`src/rtl/logic_shift_unit_pkg.sv`:
```
// logic_shift_unit_pkg: shared ALU op encodings, default width and FSM state type
package logic_shift_unit_pkg;
  localparam int DEF_WIDTH = 24;
  localparam logic [2:0] OP_OR  = 3'b000;
  localparam logic [2:0] OP_EOR = 3'b001;
  localparam logic [2:0] OP_AND = 3'b010;
  localparam logic [2:0] OP_NOT = 3'b011;
  localparam logic [2:0] OP_LSR = 3'b100;
  localparam logic [2:0] OP_ROR = 3'b101;
  localparam logic [2:0] OP_LSL = 3'b110;
  localparam logic [2:0] OP_ROL = 3'b111;
  typedef enum logic {IDLE, SHIFT} state_t;
endpackage

```
`src/rtl/logic_shift_unit_shift_step.sv`:
```
// shift_step: combinational single-bit shift/rotate; left selects LSL/ROL, rot selects rotate
module shift_step #(
  parameter int WIDTH = 24
) (
  input  logic             left,
  input  logic             rot,
  input  logic [WIDTH-1:0] w,
  output logic [WIDTH-1:0] y,
  output logic             c
);
  always_comb begin
    y = left ? {w[WIDTH-2:0], rot & w[WIDTH-1]} : {rot & w[0], w[WIDTH-1:1]};
    c = left ? w[WIDTH-1] : w[0];
  end
endmodule

```
`src/rtl/logic_shift_unit.sv`:
```
// logic_shift_unit: one-cycle logic ops and iterative 1-bit/cycle shifts with registered result and flags
module logic_shift_unit
  import logic_shift_unit_pkg::*;
#(
  parameter int WIDTH = DEF_WIDTH,
  parameter int CNT_W = 5
) (
  input  logic             clk,
  input  logic             reset,
  input  logic             start,
  input  logic [2:0]       op,
  input  logic [CNT_W-1:0] cnt,
  input  logic [WIDTH-1:0] in1,
  input  logic [WIDTH-1:0] in2,
  output logic             busy,
  output logic             done,
  output logic [WIDTH-1:0] out,
  output logic             flag_n,
  output logic             flag_z,
  output logic             flag_c,
  output logic             flag_v
);
  state_t state, state_nx;
  logic [WIDTH-1:0] work, step_y, logic_res, res;
  logic [CNT_W-1:0] rem;
  logic [1:0] op_r;
  logic step_c, fin, res_c, load;
  shift_step #(.WIDTH(WIDTH)) u_step (
    .left(op_r[1]),
    .rot (op_r[0]),
    .w   (work),
    .y   (step_y),
    .c   (step_c)
  );
  always_comb begin
    logic_res = op == OP_OR  ? in1 | in2 :
                op == OP_EOR ? in1 ^ in2 :
                op == OP_AND ? in1 & in2 : ~in1;
    state_nx = state;
    fin = 1'b0;
    load = 1'b0;
    res = out;
    res_c = 1'b0;
    if (state == IDLE) begin
      if (start && !op[2]) begin
        fin = 1'b1;
        res = logic_res;
      end else if (start && cnt == '0) begin
        fin = 1'b1;
        res = in1;
      end else if (start) begin
        load = 1'b1;
        state_nx = SHIFT;
      end
    end else if (rem == CNT_W'(1)) begin
      fin = 1'b1;
      res = step_y;
      res_c = step_c;
      state_nx = IDLE;
    end
  end
  always_ff @(posedge clk) begin
    if (reset) state <= IDLE;
    else state <= state_nx;
  end
  // work/rem only advance while iterating; out and flags move on completion edges alone
  always_ff @(posedge clk) begin
    if (reset) begin
      done <= 1'b0;
      out <= '0;
      flag_n <= 1'b0;
      flag_z <= 1'b0;
      flag_c <= 1'b0;
      work <= '0;
      rem <= '0;
      op_r <= '0;
    end else begin
      done <= fin;
      if (fin) begin
        out <= res;
        flag_n <= res[WIDTH-1];
        flag_z <= res == '0;
        flag_c <= res_c;
      end
      if (load) begin
        work <= in1;
        rem <= cnt;
        op_r <= op[1:0];
      end else if (state == SHIFT) begin
        work <= step_y;
        rem <= rem - CNT_W'(1);
      end
    end
  end
  assign busy = state == SHIFT;
  assign flag_v = 1'b0;
endmodule

```
`config.mk`:
```
export PLATFORM = sky130hd
export DESIGN_NAME = logic_shift_unit
export DESIGN_NICKNAME = d
export VERILOG_FILES = /design/src/rtl/logic_shift_unit_pkg.sv /design/src/rtl/logic_shift_unit_shift_step.sv /design/src/rtl/logic_shift_unit.sv
export SDC_FILE = /design/constraint.sdc
export NUM_CORES = 1
export LEC_CHECK = 0
export CAP_MARGIN = 10
export CORE_ASPECT_RATIO = 0.9
export CORE_MARGIN = 2
export CORE_UTILIZATION = 57
export CTS_BUF_LIST = sky130_fd_sc_hd__clkbuf_16
export DETAILED_ROUTE_END_ITERATION = 7
export GPL_ROUTABILITY_DRIVEN = 0
export PLACE_DENSITY = 0.86
export SYNTH_ARGS = -nofsm -noshare
export SYNTH_HDL_FRONTEND = slang
export SYNTH_SLANG_ARGS = --single-unit
export TNS_END_PERCENT = 1
```
`constraint.sdc`:
```
create_clock -name clk -period 4.1 [get_ports clk]
set_clock_uncertainty 0.05 [all_clocks]
set_input_delay 0.41 -clock clk [delete_from_list [all_inputs] [get_ports clk]]
set_output_delay 0.41 -clock clk [all_outputs]
set_load 0.05 [all_outputs]
```
# After elaboration in Yosys (flattened, before gate mapping)
# Cells that the tools add are included.
# W data, S select, Z words.
# op_classes
addsub	1
reduce_logical	7
n_mux	25
bitwise	6
eq_ne	3
# ops
cell	n
$mux W24	10
$and A24 B24 Y24	1
$logic_not A24 Y1	1
$not A24 Y24	1
$or A24 B24 Y24	1
$xor A24 B24 Y24	1
$mux W1	13
$mux W5	2
$eq A5 B1 Y1 const B	1
$logic_not A5 Y1	1
$sub A5 B1 Y5 const B	1
$eq A3 B1 Y1 const B	1
$eq A3 B2 Y1 const B	1
$logic_not A3 Y1	1
$and A1 B1 Y1	2
$logic_and A1 B1 Y1	2
$reduce_bool A2 Y1	1
$logic_not A1 Y1	1
# totals
output_inout_bits	30
ff_bits	60
in_bits	59

# Depth between registers and ports, before layout
# Gate-level depths: netlist of run 1.
# logic_depth
ltp_word	7
depth_mapped	11
ltp_nobuf	9

# Hierarchy
# A second synthesis of run 1 with hierarchy kept.
# unflattened
hier_cells	624
hier_area_um2	4984.8
# by_module_without_submodules
module	area_per_inst_um2	seq_area_each_um2	cells_each	n_inst
logic_shift_unit	4596.9	1181.1	592	1
shift_step	387.9	0.0	32	1

# Worst setup path before layout of run 1
# No wires, ideal clock.
# synth_path
path_kind	register to register
from	register state (netlist: busy)
to	register flag_z
slack_ns	1.322
path_stages_with_launch	10
period_less_slack_ns	2.778
n_path_buf	3
t_arrival_ns	2.632
path_cell_list	dfxtp_1 > buf_2 > or3b_2 > clkbuf_1 > clkbuf_1 > a221oi_1 > a2111o_1 > nor4_2 > nand4_1 > o41ai_2
# synth_between
elab_chain_len	2
word_cells_on_any_way	3
# synth_lines
element	line_no	rtl
start, declared	logic_shift_unit.sv:23	state_t state, state_nx;
start signal, assigned	logic_shift_unit.sv:64	else state <= state_nx;
$mux W24	logic_shift_unit.sv:44	if (state == IDLE) begin
$logic_not A24 Y1	logic_shift_unit.sv:82	flag_z <= res == '0;
end signal, assigned	logic_shift_unit.sv:72	flag_z <= 1'b0;
end signal, assigned	logic_shift_unit.sv:82	
end, declared	logic_shift_unit.sv:19	output logic flag_z,
# Several ways; a longest one is shown, not always the timed one.
# A chain may end at the register's enable or synchronous reset.

# Worst setup path after layout of run 1
# layout_path
from	input port cnt[4]
to	register flag_z
# layout_between
elab_chain_len	6
word_cells_on_any_way	9
# layout_lines
element	line_no	rtl
start, declared	logic_shift_unit.sv:12	input logic [CNT_W-1:0] cnt,
$logic_not A5 Y1 (*)	logic_shift_unit.sv:48	end else if (start && cnt == '0) begin
$logic_and A1 B1 Y1 (*)	logic_shift_unit.sv:48	
$mux W24	logic_shift_unit.sv:48	
$mux W24	logic_shift_unit.sv:45	if (start && !op[2]) begin
$mux W24	logic_shift_unit.sv:44	
$logic_not A24 Y1	logic_shift_unit.sv:82	
# Mark *: on every way between the ends. The rest lies on a longest branch, timed or not.

==> reports/results.ini, run 1 <==
[finish]
syn_to_final_growth_pct=24.81
final-instance-count-excl-fill=753
fin_nets=758
diodes=0
drive_above_1_share=0.06269

[power]
vdd_drop_max_mv=0.2082
power_density_nw_per_um2=330.3
power.leakage_nw=2.474

[worst_setup_path]
rr_endpoint=flag_z
path_delay_family=simple AND/OR/NAND/NOR gates
worstPathCellList=clkdlybuf4s50_1, or4_4, nor3b_2, o21ai_4, a2111o_1, nor4_1, nand4_1, o41ai_2
endpoint_kind=flop
startpoint_type=primary input
path_class=in2reg
cpMaxStageDelayCell=or4_4
critPathBufInv=1
cpPeakStageDelay_ns=0.59
rr_worst_depth=7
arrival_ns=3.40
r2r_start=op_r[1]
cp_max_fo=26
r2r_setup_slack_ns=0.91
cp.required_ns=4.28

[route]
viasPerCell=6.392
firstDrtPassIters=5
wl_per_cell_um=18.47
postRouteAntennaNets=0
drt_iter0_markers=401
wirelength_mm=13.91
vias=4813
route.detailed.drc=0

[global_route]
grt_usage=0.3029
antenna_found_initial=0
overflow=0
grt_pass1_wl_mm=21.93
grt_start_max_net_pins=61
grt_pass1_vias=4468

[sta]
max_freq_mhz=310.8
setup_viol=0
min_period_ns=3.217
rsz0062_at_grt=no
slew_violations=0
tightest_slew_ns=1.249
tns_ns=0
slew_headroom=0.1662
hold_viol_final=0
fin_crit_sh=0.7847

[logic_synthesis]
synthCells=591
yosys_warnings=0
async_reset_ff_frac=0
yosys.area.top_type=dfxtp_1
synth_most_common_cell=nor2_1
syn_nets=700
yosysUniqueCellTypes=48
ys_top_cells_by_area=dfxtp_1 25%, ha_1 13%, a211oi_1 8.5%
synth_enable_flop_cells=0
synth_common_cells=73 x nor2_1, 59 x dfxtp_1, 57 x inv_1, 53 x a211oi_1, 50 x ha_1
synth_top_area_share=0.2537
avgSynthCellArea_um2=7.878
seq_area_frac_synth=0.2537
syn_area_um2=4656
synth_ff_type=dfxtp_1
synth_seq_cells=59

[min_path]
hp-class=reg2reg
hold_path_end=flag_c
worstHoldStart=flag_c
hold_depth=2

[placement]
dp_cells=737
placement.io_buffers=87
dp_hpwl_mm=9.721

[floorplan]
floorplan.die.height_um=89.74
die_area_um2=8908
core_area_um2=7990
fp.dieW_um=99.27
pin_count=89
start_util=0.5827
placement_rows=31

[cts]
cts.repair.resized=0
worst_skew_pair.late_latency_ns=0.33
cts_root_buffer=clkbuf_16
holdBufCountCts=0
cts_buffers=9
cts_max_path_buffers=2
cts.sinks=59
clkSlewWorstSetupHoldPaths_ns=0.06
cts_tree=built
cts_setup_buffers=0
cts.htree.levels=3

[run_status]
outcome=finished clean

[job]
drv_cap=0

==> worst max-delay path by stage <==
stage                     startpoint      to  slack, ns  cells after the start
after floorplan                 busy  flag_z       1.32                      9
after global placement        cnt[4]  flag_z       0.67                      8
after detailed placement      cnt[4]  flag_z       0.54                      8
after CTS                     cnt[4]  flag_z       0.90                      8
after global routing          cnt[4]  flag_z       0.71                      8
final                         cnt[4]  flag_z       0.88                      8
==> where the power goes <==
part	internal, W	switching (W)
clock network	0.000411	0.000293
logic	0.000222	0.000319
registers	0.000622	0.0000511
total	0.00126	0.000664
==> layout by cell type (no fill, tap or decap), drive strengths merged, types with 2 or more instances in the layout <==
| cell type | synthesis | routed |
|---|---|---|
| mux2i | 34 | 34 |
| and2 | 9 | 9 |
| o21ai | 32 | 32 |
| or3b | 2 | 2 |
| or4 | 3 | 3 |
| a31oi | 2 | 2 |
| inv | 57 | 58 |
| and3 | 5 | 5 |
| nand3 | 3 | 3 |
| clkinv | 0 | 3 |
| a21oi | 23 | 23 |
| o21a | 3 | 3 |
| nand2b | 3 | 3 |
| clkbuf | 38 | 9 |
| nor3b | 3 | 3 |
| clkinvlp | 0 | 3 |
| nand2 | 34 | 34 |
| a221o | 5 | 5 |
| a211oi | 53 | 53 |
| buf | 12 | 12 |
| ha | 50 | 50 |
| a311oi | 2 | 2 |
| o2bb2ai | 2 | 2 |
| a2111o | 12 | 12 |
| nor2b | 21 | 21 |
| a211o | 4 | 4 |
| o221ai | 5 | 5 |
| a221oi | 17 | 17 |
| or2 | 2 | 2 |
| nor4 | 6 | 6 |
| clkdlybuf4s50 | 0 | 85 |
| dfxtp | 59 | 59 |
| nand3b | 2 | 2 |
| nor2 | 73 | 73 |
| nor3 | 6 | 6 |
==> worst min-delay path: cells and delay by family (launching register included) <==
kind	cells	cell delay, ns
flip-flops	1	0.34
AO/OA/AOI/OAI	1	0.07
AND/OR/NAND/NOR	1	0.07
==> flip-flops by register name, summed over array words and instances, names as in the netlist <==
register	count
busy	1
work	24
done	1
op_r	2
rem	5
flag_c	1
flag_z	1
out	24
==> metrics by stage <==
step	hold WS, ns	power [W]	utilization	area, um^2	setup slack, ns
after CTS	0.4485	0.001906	0.7272	5811	0.8972
after floorplan	0.4133	0.001016	-	4656	1.322
final	0.4529	0.001919	0.7272	5811	0.8829
after detailed placement	0.4356	0.001212	0.6923	5532	0.5378
after global placement	0.4265	0.001189	0.6923	5532	0.6729
after global routing	0.4761	0.001991	0.7272	5811	0.7121
==> cell families after synthesis <==
| logic type | Yosys count | share of synthesized area |
|---|---|---|
| buf+inv | 107 | 0.09218 |
| mux | 34 | 0.07310 |
| other cells | 1 | 0.0008055 |
| compound gates | 166 | 0.2650 |
| fa+ha+maj | 50 | 0.1344 |
| flops | 59 | 0.2537 |
| simple gates | 174 | 0.1809 |
==> layer usage <==
layer / vias up / global-route usage / wire (um) / share of wire
met1: 2299 / 0.4120 / 5878 / 0.42
met3: 30 / 0.06221 / 1229 / 0.088
met2: 256 / 0.4780 / 6489 / 0.47
met5: - / 0 / 0 / 0
met4: 0 / 0.1027 / 311 / 0.022
li1: 2228 / - / - / -
==> final cells by class <==
type | count | area [um^2]
sequential | 59 | 1182
clock buffer | 9 | 225.2
fill | 617 | 2180
timing repair buffer | 97 | 948.4
tap | 99 | 123.9
clock inverter | 7 | 53.80
multi-input combinational | 425 | 3063
inverter | 57 | 214.0
No activity file was read; power rests on OpenSTA's default activity.
==> run 2: changes to the inputs <==
CORE_UTILIZATION = 48   (was 57)
PLACE_DENSITY = 0.78   (was 0.86)
clock period = 2.75 ns   (was 4.1 ns; I/O delays follow)
==> run 2 against run 1 <==
Critical endpoint unchanged. Worst hold slack worse by 0.14 ns. Count of clock-buffer cells in the layout unchanged. Largest power group unchanged. Die area is 18% higher. Largest cell class unchanged. Combinational power is 71% higher. First-iteration DRC count up 1.7%. Clock power grew 84%.
==> reports/results.ini, run 2 (synthesis gave the netlist of run 1 again) <==
[cts]
cts_root_buffer=clkbuf_16
cts.htree.levels=3  ; unchanged
cts_max_path_buffers=2  ; unchanged
cts.sinks=59  ; unchanged
cts_buffers=9  ; unchanged
clkSlewWorstSetupHoldPaths_ns=0.05  ; about the same
holdBufCountCts=0  ; unchanged
worst_skew_pair.late_latency_ns=0.33  ; about the same
cts_tree=built

[floorplan]
start_util=0.4864  ; -0.09628
core_area_um2=9572  ; +20%
die_area_um2=10500  ; +18%
placement_rows=34  ; +9.7%
fp.dieW_um=107.8  ; +8.6%
pin_count=89  ; unchanged
floorplan.die.height_um=97.43  ; +8.6%

[global_route]
overflow=0  ; unchanged
grt_pass1_vias=4822  ; +7.9%
grt_usage=0.2762  ; -0.02671
grt_start_max_net_pins=68  ; +11%
grt_pass1_wl_mm=23.43  ; +6.8%
antenna_found_initial=0  ; unchanged

[finish]
fillCellCount=744  ; +21%
final_cell_mix=81 x clkdlybuf4s50_1, 73 x nor2_1, 58 x inv_1, 58 x dfxtp_1, 55 x buf_4
regArea_um2=1182  ; unchanged
diodes=0  ; unchanged
syn_to_final_growth_pct=38.48
multi_input_area_um2=3132  ; +2.2%
fin_nets=813  ; +7.3%
drive_above_1_share=0.1425  ; +0.07976
top_regs=out x24, work x24, rem x5
final_common_cell=clkdlybuf4s50_1

[worst_setup_path]
cp_common_cell=o21ai_4
rr_worst_depth=10  ; +3
arrival_ns=2.82  ; -0.58 ns
cpMaxStageDelayCell=a2111o_1
cp_max_fo=7  ; -73%
worstPathCellList=inv_1, ha_1, or3b_4, o21ai_4, buf_4, o21ai_4, a2111o_1, nor4_2, nand4_1, o41ai_2
endpoint_kind=flop
r2r_setup_slack_ns=0.11  ; -0.80 ns
cpPeakStageDelay_ns=0.49  ; -0.10 ns
startpoint_type=flop
cp.required_ns=2.93  ; -1.35 ns
path_class=reg2reg

[sta]
fin_crit_sh=0.9593
max_freq_mhz=379.1
whs_ns=0.3110  ; -0.1419 ns
slew_headroom=0.6549  ; +0.4887
min_period_ns=2.638
hold_viol_final=0  ; unchanged
setup_viol=0  ; unchanged
tns_ns=0  ; unchanged
tightest_slew_ns=0.5160  ; -0.7329 ns
slew_violations=0  ; unchanged

[route]
postRouteAntennaNets=0  ; unchanged
route.detailed.drc=0  ; unchanged
drt_iter0_markers=408  ; +1.7%
viasPerCell=6.030  ; -5.7%
wirelength_mm=14.82  ; +6.5%
firstDrtPassIters=5  ; unchanged
vias=5035  ; +4.6%
wl_per_cell_um=17.75  ; -3.9%

[run_status]
outcome=finished clean

[power]
power.leakage_nw=2.846  ; +15%
vdd_drop_max_mv=0.3063  ; +47%
power_density_nw_per_um2=499.2  ; +51%

[placement]
placement.io_buffers=87  ; unchanged
dp_hpwl_mm=10.30  ; +6.0%

[min_path]
hp-class=in2reg
hold_depth=2  ; unchanged

[job]
drv_cap=0  ; unchanged

-- run 2: path summary, 6_finish.rpt --
path | to | from
max | flag_z | rem[1]
min | done | reset
min reg2reg | rem[4] | rem[4]
max reg2reg | flag_z | rem[1]
-- run 2: worst max-delay path: cells and delay by family (launching register included) --
family	cells	cell delay, ns
buf+inv	2	0.24
flops	1	0.30
simple gates	3	0.74
compound gates	4	1.07
fa+ha+maj	1	0.13
-- run 2: through the flow --
step,setup WS (ns),std cells,power [W],util,area (um^2)
5_1_grt,-0.002301,835,0.003337,0.6736,6447
2_1_floorplan,0.09914,591,0.001516,-,4657
6_report,0.1120,835,0.003218,0.6736,6447
3_5_place_dp,-0.5302,814,0.001880,0.6259,5991
4_1_cts,0.007317,834,0.003186,0.6692,6405
3_3_place_gp,-0.4849,814,0.001855,0.6259,5991
-- run 2: cell type report --
type | count | share of cell area
Clock buffer | 9 | 0.03493
Clock inverter | 7 | 0.01805
Inverter | 57 | 0.03318
Multi-Input combinational cell | 426 | 0.4857
Sequential cell | 59 | 0.1834
Tap cell | 126 | 0.02445
Timing Repair Buffer | 151 | 0.2203
-- run 2: layer usage --
metal	share of wire	GRT usage
met5	0	0
met4	0.029	0.1065
met3	0.087	0.06036
met2	0.46	0.4388
met1	0.42	0.3640
-- run 2: what timing repair did --
| item | 4_1_cts | 5_1_grt |
|---|---|---|
| gates cloned | 1 | 0 |
| buffers inserted | 4 | 1 |
| pin swaps | 11 | 15 |
| gates resized for setup | 12 | 9 |
| endpoints found under the setup margin | 1 | 1 |
-- run 2: power breakdown --
part	switching [W]	internal [W]	leakage (nW)
registers	0.0000673	0.000928	0.485
clock network	0.000413	0.000884	0.171
logic	0.000518	0.000408	2.19
==> run 3: changes to the inputs <==
CTS_CLUSTER_DIAMETER = 100   (was not set)
CTS_CLUSTER_SIZE = 30   (was not set)
==> results of run 3 <==
The final DEF is identical to that of run 2; final timing and power are the same.
